--- src/rtl/sbi_pkg.sv ---
// Shared types for the simple burst interface (SBI): master FSM states,
// the burst-command struct and width helpers.
package sbi_pkg;

   typedef enum logic [1:0] {
      IDLE  = 2'd0,
      START = 2'd1,
      BURST = 2'd2
   } sbi_mst_state_e;

   // Default bus geometry: 256 words, 16-beat bursts.
   localparam int unsigned SBI_AW = 8;
   localparam int unsigned SBI_LW = 4;

   typedef struct packed {
      logic [SBI_AW-1:0] addr;
      logic              write;
      logic [SBI_LW-1:0] len;
   } sbi_cmd_t;

   function automatic int unsigned sbi_ptr_w(input int unsigned depth);
      return (depth > 1) ? $clog2(depth) : 1;
   endfunction

   function automatic int unsigned sbi_cnt_w(input int unsigned depth);
      return $clog2(depth + 1);
   endfunction

endpackage

--- src/rtl/sbi_rd_fifo.sv ---
// Synchronous FIFO for SBI read returns; Depth must be a power of two so the
// pointers wrap naturally. Simultaneous push and pop is legal at any occupancy.
module sbi_rd_fifo
   import sbi_pkg::*;
#(
   parameter int unsigned Width = 32,
   parameter int unsigned Depth = 4,
   localparam int unsigned Pw   = sbi_ptr_w(Depth),
   localparam int unsigned Cw   = sbi_cnt_w(Depth)
) (
   input  logic             clk_i,
   input  logic             rst_ni,
   input  logic             push_i,
   input  logic [Width-1:0] data_i,
   input  logic             pop_i,
   output logic [Width-1:0] data_o,
   output logic [Cw-1:0]    count_o,
   output logic             full_o,
   output logic             empty_o
);

   logic [Width-1:0] mem_q [Depth];
   logic [Pw-1:0]    wptr_q, rptr_q;
   logic [Cw-1:0]    count_q;
   logic             wr_en, rd_en;

   assign full_o  = (count_q == Cw'(Depth));
   assign empty_o = (count_q == '0);
   assign count_o = count_q;
   assign data_o  = mem_q[rptr_q];

   // A full FIFO may still accept a push when the head is leaving this cycle.
   assign wr_en = push_i & (~full_o | pop_i);
   assign rd_en = pop_i & ~empty_o;

   always_ff @(posedge clk_i or negedge rst_ni) begin
      if (!rst_ni) begin
         wptr_q  <= '0;
         rptr_q  <= '0;
         count_q <= '0;
      end else begin
         if (wr_en) wptr_q <= wptr_q + 1'b1;
         if (rd_en) rptr_q <= rptr_q + 1'b1;
         case ({wr_en, rd_en})
            2'b10:   count_q <= count_q + 1'b1;
            2'b01:   count_q <= count_q - 1'b1;
            default: count_q <= count_q;
         endcase
      end
   end

   always_ff @(posedge clk_i) begin
      if (wr_en) mem_q[wptr_q] <= data_i;
   end

endmodule

--- src/rtl/sbi_master.sv ---
// SBI burst master: command in, bSTART + paced bACCESS beats out, read returns
// into a credit-protected FIFO. Define SBI_MASTER_ERR_EN to build the err_o checks.
module sbi_master
   import sbi_pkg::*;
#(
   parameter int unsigned Width       = 32,
   parameter int unsigned Depth       = 256,
   parameter int unsigned MaxLen      = 16,
   parameter int unsigned RdFifoDepth = 4,
   localparam int unsigned Aw         = $clog2(Depth),
   localparam int unsigned Lw         = $clog2(MaxLen),
   localparam int unsigned Cw         = sbi_cnt_w(RdFifoDepth)
) (
   input  logic             clk_i,
   input  logic             rst_ni,
   input  logic             cmd_valid_i,
   output logic             cmd_ready_o,
   input  logic [Aw-1:0]    cmd_addr_i,
   input  logic             cmd_write_i,
   input  logic [Lw-1:0]    cmd_len_i,
   input  logic             wdata_valid_i,
   output logic             wdata_ready_o,
   input  logic [Width-1:0] wdata_i,
   output logic             rdata_valid_o,
   input  logic             rdata_ready_i,
   output logic [Width-1:0] rdata_o,
   output logic             busy_o,
   output logic             err_o,
   output logic [Aw-1:0]    bADDR,
   output logic             bSTART,
   output logic             bACCESS,
   output logic             bWRITE,
   output logic [Width-1:0] bD,
   input  logic [Width-1:0] bQ,
   input  logic             bVALID
);

   sbi_mst_state_e  state_q, state_d;
   logic [Aw-1:0]   addr_q, addr_d;
   logic            wr_q, wr_d;
   logic [Lw-1:0]   cnt_q, cnt_d;
   logic            inflight_q, inflight_d;
   logic            access;
   logic            credit_ok;
   logic [Cw-1:0]   fifo_count;
   logic [Cw:0]     occupancy;
   logic            fifo_full, fifo_empty;

   // A read beat needs a free FIFO slot counting the return still on the bus.
   assign occupancy = {1'b0, fifo_count} + {{Cw{1'b0}}, inflight_q};
   assign credit_ok = occupancy < (Cw + 1)'(RdFifoDepth);

   always_comb begin
      state_d       = state_q;
      addr_d        = addr_q;
      wr_d          = wr_q;
      cnt_d         = cnt_q;
      bSTART        = 1'b0;
      access        = 1'b0;
      wdata_ready_o = 1'b0;
      case (state_q)
         IDLE: begin
            if (cmd_valid_i) begin
               addr_d  = cmd_addr_i;
               wr_d    = cmd_write_i;
               cnt_d   = cmd_len_i;
               state_d = START;
            end
         end
         START: begin
            bSTART  = 1'b1;
            state_d = BURST;
         end
         BURST: begin
            wdata_ready_o = wr_q;
            access        = wr_q ? wdata_valid_i : credit_ok;
            if (access) begin
               if (cnt_q == '0) state_d = IDLE;
               else             cnt_d   = cnt_q - 1'b1;
            end
         end
         default: state_d = IDLE;
      endcase
   end

   assign inflight_d  = access & ~wr_q;
   assign cmd_ready_o = (state_q == IDLE);
   assign bACCESS     = access;
   assign bADDR       = addr_q;
   assign bWRITE      = wr_q;
   assign bD          = wdata_i;

   always_ff @(posedge clk_i or negedge rst_ni) begin
      if (!rst_ni) begin
         state_q    <= IDLE;
         addr_q     <= '0;
         wr_q       <= 1'b0;
         cnt_q      <= '0;
         inflight_q <= 1'b0;
      end else begin
         state_q    <= state_d;
         addr_q     <= addr_d;
         wr_q       <= wr_d;
         cnt_q      <= cnt_d;
         inflight_q <= inflight_d;
      end
   end

   sbi_rd_fifo #(
      .Width (Width),
      .Depth (RdFifoDepth)
   ) u_rd_fifo (
      .clk_i   (clk_i),
      .rst_ni  (rst_ni),
      .push_i  (bVALID),
      .data_i  (bQ),
      .pop_i   (rdata_ready_i & ~fifo_empty),
      .data_o  (rdata_o),
      .count_o (fifo_count),
      .full_o  (fifo_full),
      .empty_o (fifo_empty)
   );

   assign rdata_valid_o = ~fifo_empty;
   assign busy_o        = (state_q != IDLE) | inflight_q | ~fifo_empty;

`ifdef SBI_MASTER_ERR_EN
   logic          err_q, err_d;
   logic [Aw:0]   end_addr;
   logic          wrap_err, ret_err;

   assign end_addr = {1'b0, cmd_addr_i} + (Aw + 1)'(cmd_len_i);
   assign wrap_err = cmd_valid_i & cmd_ready_o & (end_addr >= (Aw + 1)'(Depth));
   // A return with no read outstanding or no room means the bus misbehaved.
   assign ret_err  = bVALID & (fifo_full | ~inflight_q);
   assign err_d    = err_q | wrap_err | ret_err;

   always_ff @(posedge clk_i or negedge rst_ni) begin
      if (!rst_ni) err_q <= 1'b0;
      else         err_q <= err_d;
   end

   assign err_o = err_q;
`else
   logic unused_fifo_full;
   assign unused_fifo_full = fifo_full;
   assign err_o            = 1'b0;
`endif

endmodule
--- config.mk ---
export PLATFORM = sky130hd
export DESIGN_NAME = sbi_master
export DESIGN_NICKNAME = d
export VERILOG_FILES = /design/src/rtl/sbi_pkg.sv /design/src/rtl/sbi_rd_fifo.sv /design/src/rtl/sbi_master.sv
export SDC_FILE = /design/constraint.sdc
export NUM_CORES = 1
export LEC_CHECK = 0
export ABC_AREA = 1
export BUFFER_PORTS_ARGS = -buffer_cell sky130_fd_sc_hd__buf_2
export CORE_UTILIZATION = 28
export CTS_CLUSTER_SIZE = 16
export DETAILED_ROUTE_END_ITERATION = 10
export MAX_ROUTING_LAYER = met4
export PLACE_DENSITY = 0.48
export SETUP_SLACK_MARGIN = 0.4
export SLEW_MARGIN = 20
export SYNTH_ARGS = -nofsm -noshare
export SYNTH_HDL_FRONTEND = slang
export SYNTH_SLANG_ARGS = --single-unit
export TNS_END_PERCENT = 20
--- constraint.sdc ---
create_clock -name clk_i -period 3.04 [get_ports clk_i]
set_input_delay 0.608 -clock clk_i [delete_from_list [all_inputs] [get_ports clk_i]]
set_output_delay 0.608 -clock clk_i [all_outputs]
set_load 0.02 [all_outputs]
Yosys cells after proc, flatten, opt, wreduce, memory -nomap -nowiden
Memories as Yosys holds them, arrays and structs flattened.
Cells that the tools add are included.
- output and inout port bits: 80
- input port bits: 83
- memory bits (writable): 128
- bits in registers: 23
- memories: 1
- word-level logic and storage cells: 59
- add/sub/neg operators: 6
- reductions and logical operators: 9
- order comparisons: 1
- bitwise operators: 10
- eq/ne operators: 9
- mux-type cells: 15
- memory list (name ; words ; width ; rd ports ; clocked after Yosys merged registers in ; write ports ; line ; RTL):
    u_rd_fifo.mem_q ; 4 ; 32 ; 1 ; 0 ; 1 ; sbi_rd_fifo.sv:22 ; logic [Width-1:0] mem_q [Depth];
- operators by type and width (operator ; number):
    2-to-1 mux 4 bit ; 3
    != test 2 bit, second input constant ; 4
    one-hot mux 4 bit (2 select lines) ; 1
    2-to-1 mux 1 bit ; 6
    2-to-1 mux 2 bit ; 3
    one-hot mux 2 bit (3 select lines) ; 1
    one-hot mux 3 bit (2 select lines) ; 1
    nonzero test 2 bit ; 3
    adder 2 x 1 -> 2 bit, second input constant ; 2
    adder 3 x 1 -> 4 bit ; 1
    bitwise AND 1 bit ; 4
    == test 2 x 1 -> 1 bit, second input constant ; 2
    == test 2 bit, second input constant ; 2
    logical NOT 4 bit ; 1
    less-than comparator 4 x 3 -> 1 bit, second input constant ; 1
    AND reduction 4 bit ; 1
    subtractor 4 x 1 -> 4 bit, second input constant ; 1
    adder 3 x 1 -> 3 bit, second input constant ; 1
    == test 3 bit, second input constant ; 1
    logical NOT 3 bit ; 1
    NOT 1 bit ; 3
    OR 1 bit ; 3
    AND reduction 3 bit ; 1
    subtractor 3 x 1 -> 3 bit, second input constant ; 1
    2 further kinds ; 2

Logic depth before layout (Yosys ltp)
Gate-level depths: netlist of run 1.
- depth in word-level cells: 7
- gate-level depth with buffers: 10
- depth with buffers taken out: 10

Modules after synthesis
From an unflattened synthesis of run 1, not the netlist that was laid out.
- cells, all modules: 546
- area total of the unflattened synthesis: 6434.9 µm²
- modules (own cells, without submodules) (module ; cells each ; instances ; area an instance (µm²) ; sequential area each (µm²)):
    sbi_rd_fifo ; 405 ; 1 ; 5332.6 ; 4018.9
    sbi_master ; 141 ; 1 ; 1102.3 ; 400.4

Worst setup path after synthesis of run 1
OpenSTA, ideal clock, no wires.
- path type: input-to-reg
- from: input rdata_ready_i
- to: memory u_rd_fifo.mem_q[0][0] (enable)
- stages: 2
- buffers on the path: 0
- setup time: 0.421 ns
- data required time: 2.619 ns
- data arrival time: 2.051 ns
- setup slack: 0.568 ns
- cell sequence: o21ai_4 -> nor2_1
- cells in the longest elaborated chain, start to end: 5
- RTL lines (item ; line ; RTL):
    start: declaration ; sbi_master.sv:25 ; input logic rdata_ready_i,
    bitwise AND 1 bit ; sbi_master.sv:117 ; .pop_i (rdata_ready_i & ~fifo_empty),
    OR 1 bit ; sbi_rd_fifo.sv:33 ; assign wr_en = push_i & (~full_o | pop_i);
    bitwise AND 1 bit ; sbi_rd_fifo.sv:33 ;
    2-to-1 mux 1 bit ; sbi_rd_fifo.sv:53 ; if (wr_en) mem_q[wptr_q] <= data_i;
    2-to-1 mux 1 bit (not written as such) ; sbi_rd_fifo.sv:53 ;
    end: declaration ; sbi_rd_fifo.sv:22 ;
Every way passes these cells.

Worst setup path in the final report of run 1
- from: register u_rd_fifo.rptr_q[0]
- to: output rdata_o[4]
- cells in the longest elaborated chain, start to end: 1
- RTL lines (item ; line ; RTL):
    start: declaration ; sbi_rd_fifo.sv:23 ; logic [Pw-1:0] wptr_q, rptr_q;
    start signal: assignment ; sbi_rd_fifo.sv:43 ; if (rd_en) rptr_q <= rptr_q + 1'b1;
    memory (4 x 32 bit) ; -- ;
    end: declaration ; sbi_master.sv:26 ; output logic [Width-1:0] rdata_o,
Every way passes these cells.

==> results of run 1 <==
==> Yosys cell counts, drive strengths merged <==
master  count  share of area (%)
xnor2       1               0.14
conb        1              0.060
xor2        3               0.42
nand3       7               0.84
buf        46                5.7
inv        26                1.6
edfxtp    128                 61
nor3        1              0.080
nand4       2               0.20
fa          1               0.32
o21ai      71                5.9
nor2       86                5.6
clkbuf      8               0.48
a21oi       2               0.16
a31oi       1               0.10
dfrtp      23                9.2
nand2      56                3.4
ha          6                1.2
o22ai      32                3.2
==> what timing repair did <==
action	in CTS	in global routing
hold endpoints to repair	0	0
endpoints found under the setup margin	1	5
gates resized for setup	1	3
==> per-stage QoR <==
stage | total power [mW] | utilization (%) | instances | cell area (µm²) | setup WS [ps]
after global routing | 8.50 | 33.8 | 869 | 7410 | 465
after detailed placement | 6.16 | 31.3 | 835 | 6850 | 671
after floorplan | 5.13 | - | 501 | 6260 | 568
final | 7.97 | 33.8 | 869 | 7410 | 590
after global placement | 6.08 | 31.3 | 835 | 6850 | 699
after CTS | 8.09 | 33.8 | 867 | 7400 | 449
==> where the power goes <==
part,internal (mW),switching [mW]
combinational,0.974,2.14
clock,1.11,0.788
sequential,2.77,0.189
total,4.86,3.11
==> cells in the final DEF (no fill, tap or decap), types with 2 or more instances in the layout <==
| cell type | n |
|---|---|
| clkbuf_16 | 17 |
| buf_12 | 3 |
| inv_2 | 3 |
| clkinvlp_4 | 6 |
| clkinv_1 | 3 |
| clkinv_2 | 3 |
| buf_4 | 6 |
| diode_2 | 2 |
| o21ai_0 | 49 |
| nand3_1 | 5 |
| nor2_1 | 78 |
| nand2_2 | 2 |
| nand4_1 | 2 |
| nand2_1 | 54 |
| xor2_1 | 3 |
| buf_6 | 2 |
| dfrtp_1 | 22 |
| edfxtp_1 | 128 |
| a21oi_1 | 2 |
| buf_2 | 97 |
| o22ai_1 | 32 |
| ha_1 | 6 |
| o21ai_1 | 21 |
| inv_1 | 22 |
| nor2_4 | 7 |
==> metal layers <==
layer / vias up / track usage (%)
li1: 1881 / -
met1: 1921 / 14.2
met2: 102 / 20.8
met3: 31 / 4.22
met4: 0 / 4.90
met5: - / -
==> final cells by class <==
class,count,area share [%]
Antenna cell,2,0.0676
Sequential cell,151,59.7
Multi-Input combinational cell,270,18.6
Tap cell,280,4.73
Inverter,26,1.35
Timing Repair Buffer,108,8.28
Clock buffer,18,5.79
Clock inverter,14,1.49
==> cell families (layout without fill, tap and decap cells) <==
family / Yosys count / in the layout / synth area share (%)
AND/OR/NAND/NOR: 152 / 152 / 10.1
flip-flops: 151 / 151 / 70.6
AO/OA/AOI/OAI: 106 / 106 / 9.32
buffers and inverters: 80 / 166 / 7.78
adder cells (fa/ha/maj): 7 / 7 / 1.52
XOR/XNOR: 4 / 4 / 0.560
other: 1 / 3 / 0.0599
==> worst max-delay path: stages (launching register included) <==
cell and delay (ps):
dfrtp_2 390, buf_6 420, o21ai_0 160, o22ai_1 240, buf_2 210
==> flip-flops by register name, summed over array words and instances (netlist names) <==
register and count:
u_rd_fifo.count_o 3, u_rd_fifo.rptr_q 2, u_rd_fifo.mem_q 128, cnt_q 4, inflight_q 1, u_rd_fifo.wptr_q 2, state_q 2, bADDR 8
bWRITE 1
==> worst min-delay path by stage <==
stage | startpoint | endpoint | slack (ps)
final | rst_ni | bADDR[6] | 170
after global routing | rst_ni | inflight_q | 200
after CTS | rst_ni | bADDR[6] | 170
after detailed placement | bADDR[7] | bADDR[7] | 460
after global placement | bADDR[3] | bADDR[3] | 460
after floorplan | rst_ni | bADDR[0] | 310
==> results.py, run 1 <==
metrics = {
    "grt": {
        "grt_use_total_pct": 12.7,
        "grt_pass1_vias": 3952,
        "grt_antenna_before_repair": 2,
        "grt_pass1_wl_um": 20600,
        "grt-ovfl-total": 0,
        "grt_max_degree": 66,
    },
    "cts": {
        "numCtsBuffers": 17,
        "clock_latency_ps": 410,
        "post-cts-setup-buffer-count": 0,
        "cts.sinks": 151,
        "htree_num_levels": 4,
        "cts_max_path_buffers": 2,
        "clkTransAtPathRegs_ps": 60,
        "cts-hold-fix-buffers": 0,
        "cts_tree": "yes",
        "clockRootBuffer": "clkbuf_16",
    },
    "power_and_ir_drop": {
        "leakage_nw": 2.81,
        "pwr_density_cell_mw_per_mm2": 1080,
        "ir_drop_uv": 373,
    },
    "yosys": {
        "ys_seq_elements": 151,
        "syn_area_mm2": 0.00626,
        "synth_nets": 591,
        "synthCells": 501,
        "synth_cell_types": 29,
        "ys_warn_count": 0,
        "yosysSeqAreaShare_pct": 70.6,
        "synth_area_per_cell_um2": 12.5,
    },
    "run": {
        "max_cap_violations": 0,
    },
    "setup_path": {
        "cp.required_ps": 2430,
        "reg2regPathDepth": 9,
        "critical_path_class": "reg -> out",
        "cp-startpoint": "u_rd_fifo.rptr_q[0]",
        "end_kind": "output port",
        "critPathLaunchType": "flop",
        "regToRegSetupSlack_ps": 780,
        "regToRegStartpoint": "u_rd_fifo.count_o[1]",
        "cp_data_arrival_time_ps": 1840,
        "crit_end": "rdata_o[4]",
        "critPathMaxFanout": 65,
        "r2r-end": "u_rd_fifo.count_o[2]",
    },
    "drt": {
        "via_count": 3935,
        "first_iter_violations": 134,
        "wl_met2_um": 6650,
        "drt_wl_total_um": 13500,
        "wl_per_cell_um": 15.5,
        "antenna_left": 0,
        "dr_wl_met3_um": 872,
        "highest_layer": "met4",
        "drt-pass1-iter-count": 4,
        "wl_met1_um": 5790,
        "drc": 0,
        "viasPerCell": 4.53,
    },
    "cells_and_area": {
        "fillers": 2219,
        "multi_input_area_mm2": 0.00138,
        "seq_area_mm2": 0.00442,
        "post_route_cells_drive_above_1_share_pct": 26.2,
        "fin_nets": 664,
        "syn_to_final_growth_pct": 18.4,
    },
    "floorplanning": {
        "coreArea_mm2": 0.0219,
        "initial_core_util_pct": 28.6,
        "dieArea_mm2": 0.0229,
        "fp.dieW_um": 151,
        "ios": 163,
        "core.rowCount": 54,
        "die-height_um": 151,
    },
    "sta": {
        "setup_viol": 0,
        "hold_ws_ps": 172,
        "fin_tns_setup_ps": 0,
        "rsz0062_at_grt": "false",
        "maxSlewHeadroom_pct": 64.3,
        "period_share_pct": 80.6,
        "slew_viol_final": 0,
        "fin_crit_ps": 2450,
        "hold_viol_final": 0,
        "worstMarginPinSlew_ps": 534,
        "skew_ps": 7.77,
        "fmax_ghz": 0.408,
    },
    "worst_hold_path": {
        "hp-class": "in -> async",
    },
    "place": {
        "port-buffer-count": 97,
        "gp_congestion": 0.776,
        "place_hpwl_um": 8400,
    },
    "outcome": {
        "outcome": "finished clean",
    },
}
Power figures use the tool's default switching activity.
==> run 2, diff against run 1 <==
PLACE_DENSITY = 0.49   (was 0.48)
clock period = 2.1 ns   (was 3.04 ns; I/O delays follow)
==> run 2 against run 1 <==
Net effect: highest routed layer unchanged; global-route usage increased by 1.1 points; sequential share of layout area decreased by 7.7 points; die area unchanged; clock power increased by 51%; via count increased by 3.3%; first-iteration DRC count increased by 21%; register-to-register slack got worse by 630 ps; cell area increased by 15%; largest cell class unchanged; power increased by 77%; sequential power increased by 49%; the run now ends with negative setup slack left; cell count increased by 3.6%.
==> results.py, run 2 (synthesized netlist as in run 1, its figures left out) <==
metrics = {
    "outcome": {
        "outcome": "finished, violations left",
        "violations": "negative setup slack",
    },
    "cells_and_area": {
        "fin_util_pct": 38.9,
        "syn_to_final_growth_pct": 36.1,
        "post_route_cells_drive_above_1_share_pct": 45.3,
        "stdcell_count": 900,
        "regMostFlops": "u_rd_fifo.mem_q",
        "largest_reg_flops": 128,
        "layout_common_cells": "edfxtp_1, buf_2, nor2_1, nand2_1, buf_4",
        "fin_nets": 693,
        "mostFrequentLayoutCell": "edfxtp_1",
    },
    "sta": {
        "slew_viol_final": 0,
        "rsz0062_at_grt": "true",
        "fmax_ghz": 0.470,
        "period_share_pct": 101,
        "setup_ws_ps": -26.7,
        "skew_ps": 8.22,
        "setup_viol": 13,
        "hold_viol_final": 0,
        "maxSlewHeadroom_pct": 64.8,
        "fin_crit_ps": 2130,
        "worstMarginPinSlew_ps": 528,
    },
    "setup_path": {
        "crit_path_top_delay_cell": "dfrtp_2",
        "crit_top_cell": "buf_6",
        "end_kind": "output port",
        "cp_cell_sequence": "buf_4 -> buf_6 -> buf_16 -> o21ai_4 -> o22ai_2 -> buf_6",
        "cp_top_family": "buffers and inverters",
        "cp.required_ps": 1680,
        "critPathLaunchType": "flop",
        "crit_cells": 6,
        "critical_path_class": "reg -> out",
        "reg2regPathDepth": 9,
        "slowest_delay_ps": 480,
        "cp_data_arrival_time_ps": 1710,
        "critical_path_buf_inv_count": 4,
        "critPathMaxFanout": 11,
    },
    "cts": {
        "cts_max_path_buffers": 2,
        "clockRootBuffer": "clkbuf_16",
        "htree_num_levels": 4,
        "numCtsBuffers": 17,
        "clkTransAtPathRegs_ps": 60,
        "cts_tree": "yes",
        "cts.sinks": 151,
        "clock_latency_ps": 420,
    },
    "floorplanning": {
        "die-height_um": 151,
        "coreArea_mm2": 0.0219,
        "ios": 163,
        "fp.dieW_um": 151,
        "dieArea_mm2": 0.0229,
        "core.rowCount": 54,
        "initial_core_util_pct": 28.6,
    },
    "place": {
        "numPlacedInstances": 841,
        "place_hpwl_um": 8700,
        "port-buffer-count": 97,
        "gp_congestion": 0.781,
    },
    "run": {
        "max_cap_violations": 0,
    },
    "power_and_ir_drop": {
        "pwr_density_cell_mw_per_mm2": 1660,
        "leakage_nw": 3.20,
        "ir_drop_uv": 698,
    },
    "grt": {
        "grt-ovfl-total": 0,
        "grt_antenna_before_repair": 4,
        "grt_use_total_pct": 13.7,
        "grt_pass1_vias": 4084,
        "grt_max_degree": 24,
        "grt_pass1_wl_um": 22300,
    },
    "drt": {
        "viasPerCell": 4.51,
        "drt-pass1-iter-count": 4,
        "drt_wl_total_um": 15000,
        "antenna_left": 0,
        "via_count": 4063,
        "first_iter_violations": 162,
        "drc": 0,
        "wl_per_cell_um": 16.7,
    },
    "worst_hold_path": {
        "hp-class": "in -> reg",
        "hold_depth": 3,
    },
}
-- run 2: routing by layer --
| metal | wire length [µm] | track usage [%] | up-vias |
|---|---|---|---|
| met1 | 6270 | 15.8 | 1972 |
| met3 | 1090 | 4.70 | 30 |
| met4 | 259 | 5.00 | 0 |
| li1 | - | - | 1943 |
| met2 | 7400 | 22.2 | 118 |
| met5 | 0 | - | - |
-- run 2: path summary, 6_finish.rpt --
kind                                      start  slack (ps)                    to
max                         u_rd_fifo.rptr_q[0]         -30            rdata_o[5]
min                               cmd_addr_i[1]         200              bADDR[1]
max reg2reg                u_rd_fifo.count_o[0]         150  u_rd_fifo.count_o[2]
min reg2reg                            bADDR[3]         470              bADDR[3]
max in group asynchronous                rst_ni        1210   u_rd_fifo.rptr_q[0]
min in group asynchronous                rst_ni         500              bADDR[1]
-- run 2: tightest hold or removal path: cells and delay by family --
family / cells / cell delay (ps)
simple gates: 2 / 90
buf+inv: 1 / 70
-- run 2: where the power goes --
part | switching [mW] | internal, mW
clock | 1.23 | 1.63
combinational | 3.87 | 2.98
sequential | 0.377 | 4.02
total | 5.48 | 8.64
-- run 2: timing repair --
action                     CTS  global route
cloned                       6             2
hold endpoints to repair    23             0
hold buffers                 1             0
resized for setup          131           101
setup buffers                9             5
setup endpoints to repair   38            39
pin swaps                   34            30
-- run 2: per-stage QoR --
| step | setup TNS [ps] | area [µm²] | power [mW] | setup slack, ps | hold WS, ps |
|---|---|---|---|---|---|
| global placement | 0 | 6920 | 8.86 | 246 | 422 |
| finish | -106 | 8510 | 14.1 | -26.7 | 198 |
| CTS | -210 | 8090 | 13.4 | -31.2 | 181 |
| global route | -1520 | 8510 | 14.9 | -87.2 | 196 |
| detailed placement | 0 | 6920 | 8.99 | 166 | 431 |
| floorplan | 0 | 6270 | 7.43 | 162 | 124 |
-- run 2: layout make-up --
cell class / instances / area [µm²]
Antenna cell: 4 / 10.0
Clock buffer: 18 / 429
Clock inverter: 14 / 126
Fill cell: 2092 / 13400
Inverter: 26 / 108
Multi-Input combinational cell: 270 / 1820
Sequential cell: 151 / 4430
Tap cell: 280 / 350
Timing Repair Buffer: 137 / 1240
==> run 3, diff against run 2 <==
CAP_MARGIN = 25   (was not set)
PLACE_DENSITY = not set   (was 0.49)
PLACE_DENSITY_LB_ADDON = 0.2   (was not set)
SKIP_CTS_REPAIR_TIMING = 1   (was not set)
==> run 3 against run 2 <==
Net effect: the flow finishes with violations (negative hold slack); register-to-register slack lost 60 ps; largest cell class unchanged; worst hold slack got worse by 210 ps; cell count is 0.33% higher; critical path depth did not move; utilization rose by 1.9 points; highest routed layer unchanged.
==> results.py, run 3 (synthesized netlist as in run 1, its figures left out) <==
metrics = {
    "floorplanning": {
        "fp.dieW_um": 151,
        "ios": 163,
        "core.rowCount": 54,
        "dieArea_mm2": 0.0229,
        "coreArea_mm2": 0.0219,
        "initial_core_util_pct": 28.6,
        "die-height_um": 151,
    },
    "cells_and_area": {
        "antenna_cells": 0,
        "mostFrequentLayoutCell": "edfxtp_1",
        "fin_util_pct": 40.8,
        "seq_area_mm2": 0.00442,
        "layout_common_cells": "edfxtp_1, buf_2, nand2_1",
        "regMostFlops": "u_rd_fifo.mem_q",
        "fin_nets": 700,
        "largest_reg_flops": 128,
        "syn_to_final_growth_pct": 42.7,
        "post_route_cells_drive_above_1_share_pct": 47.5,
        "multi_input_area_mm2": 0.00195,
        "fillers": 2084,
    },
    "sta": {
        "fmax_ghz": 0.486,
        "setup_viol": 0,
        "fin_tns_setup_ps": 0,
        "hold_ws_ps": -14.2,
        "maxSlewHeadroom_pct": 61.0,
        "period_share_pct": 98.1,
        "fin_crit_ps": 2060,
        "worstMarginPinSlew_ps": 583,
        "skew_ps": 8.44,
        "slew_viol_final": 0,
        "hold_viol_final": 22,
        "rsz0062_at_grt": "true",
    },
    "place": {
        "gp_congestion": 0.725,
        "port-buffer-count": 97,
        "place_hpwl_um": 9060,
    },
    "setup_path": {
        "r2r-end": "u_rd_fifo.count_o[2]",
        "end_kind": "output port",
        "slowest_delay_ps": 410,
        "crit_cells": 6,
        "cp.required_ps": 1680,
        "critPathMaxFanout": 5,
        "critPathLaunchType": "flop",
        "reg2regPathDepth": 11,
        "critical_path_class": "reg -> out",
        "regToRegSetupSlack_ps": 90,
        "cp-startpoint": "u_rd_fifo.rptr_q[0]",
        "cp_cell_sequence": "buf_12 -> buf_8 -> clkbuf_16 -> o21ai_2 -> o22ai_1 -> buf_4",
        "critical_path_buf_inv_count": 4,
        "cp_data_arrival_time_ps": 1640,
        "regToRegStartpoint": "u_rd_fifo.count_o[1]",
        "crit_path_top_delay_cell": "dfrtp_2",
        "crit_end": "rdata_o[9]",
        "cp_top_family": "buffers and inverters",
    },
    "cts": {
        "clkTransAtPathRegs_ps": 60,
        "cts.sinks": 151,
        "clockRootBuffer": "clkbuf_16",
        "htree_num_levels": 4,
        "numCtsBuffers": 17,
        "cts_tree": "yes",
        "cts_max_path_buffers": 2,
        "clock_latency_ps": 410,
    },
    "drt": {
        "drc": 0,
        "viasPerCell": 4.60,
        "via_count": 4152,
        "first_iter_violations": 207,
        "antenna_left": 0,
        "wl_per_cell_um": 18.2,
        "drt_wl_total_um": 16400,
        "drt-pass1-iter-count": 4,
    },
    "grt": {
        "grt_pass1_wl_um": 21400,
        "grt_pass1_vias": 4113,
        "grt-ovfl-total": 0,
        "grt_antenna_before_repair": 0,
        "grt_max_degree": 48,
        "grt_use_total_pct": 13.1,
    },
    "power_and_ir_drop": {
        "pwr_density_cell_mw_per_mm2": 1690,
        "leakage_nw": 3.38,
        "p_total_mw": 15.1,
        "ir_drop_uv": 791,
    },
    "outcome": {
        "outcome": "finished, violations left",
        "violations": "negative hold slack",
    },
    "worst_hold_path": {
        "hp-class": "in -> async",
    },
    "run": {
        "max_cap_violations": 0,
    },
}
run 3: power breakdown:
part           switching (mW)  internal [mW]  leakage (nW)  total [mW]
sequential              0.359           4.02          1.45        4.38
clock                    1.15           1.97         0.289        3.12
combinational            4.18           3.38          1.64        7.55
total                    5.68           9.37          3.38        15.1
run 3: worst reg2reg max path, cell delays in order (launching register included):
cell     delay, ps
dfrtp_1        390
nor2_2         170
nand2_2         80
o21ai_4        140
buf_12         130
buf_8          100
ha_4           130
inv_4           40
fa_2           360
a21oi_2        130
o21ai_1         80
xor2_1         140
run 3: how the worst min path moves through the flow:
stage	from	end	depth (start not counted)
2_1_floorplan	rst_ni	bADDR[0]	0
3_3_place_gp	rst_ni	bADDR[0]	1
3_5_place_dp	rst_ni	bADDR[0]	1
4_1_cts	rst_ni	bADDR[0]	1
5_1_grt	rst_ni	bADDR[0]	1
6_report	rst_ni	bADDR[0]	1
run 3: layout make-up:
cell class	count	share of cell area, %
clock buffer	18	4.81
inverter	26	1.53
multi-input combinational	271	21.8
sequential	151	49.6
timing repair buffer	143	16.3
tap	280	3.92
clock inverter	14	2.03
run 3: per-stage QoR:
step | worst slack [ps] | hold WS (ps) | cell area (µm²) | std cells
6_report | 40.5 | -14.2 | 8930 | 903
5_1_grt | -34.4 | 7.15 | 8930 | 903
4_1_cts | -197 | -2.92 | 7580 | 876
3_5_place_dp | -55.6 | 447 | 6970 | 844
3_3_place_gp | -70.6 | 446 | 6910 | 842
2_1_floorplan | 162 | 124 | 6270 | 501
run 3: routing by layer:
| metal | vias up | GRT usage (%) | wire length (µm) |
|---|---|---|---|
| met2 | 132 | 21.5 | 8070 |
| met3 | 30 | 3.77 | 980 |
| met5 | - | - | 0 |
| li1 | 1953 | - | - |
| met1 | 2037 | 15.7 | 7240 |
| met4 | 0 | 3.65 | 157 |
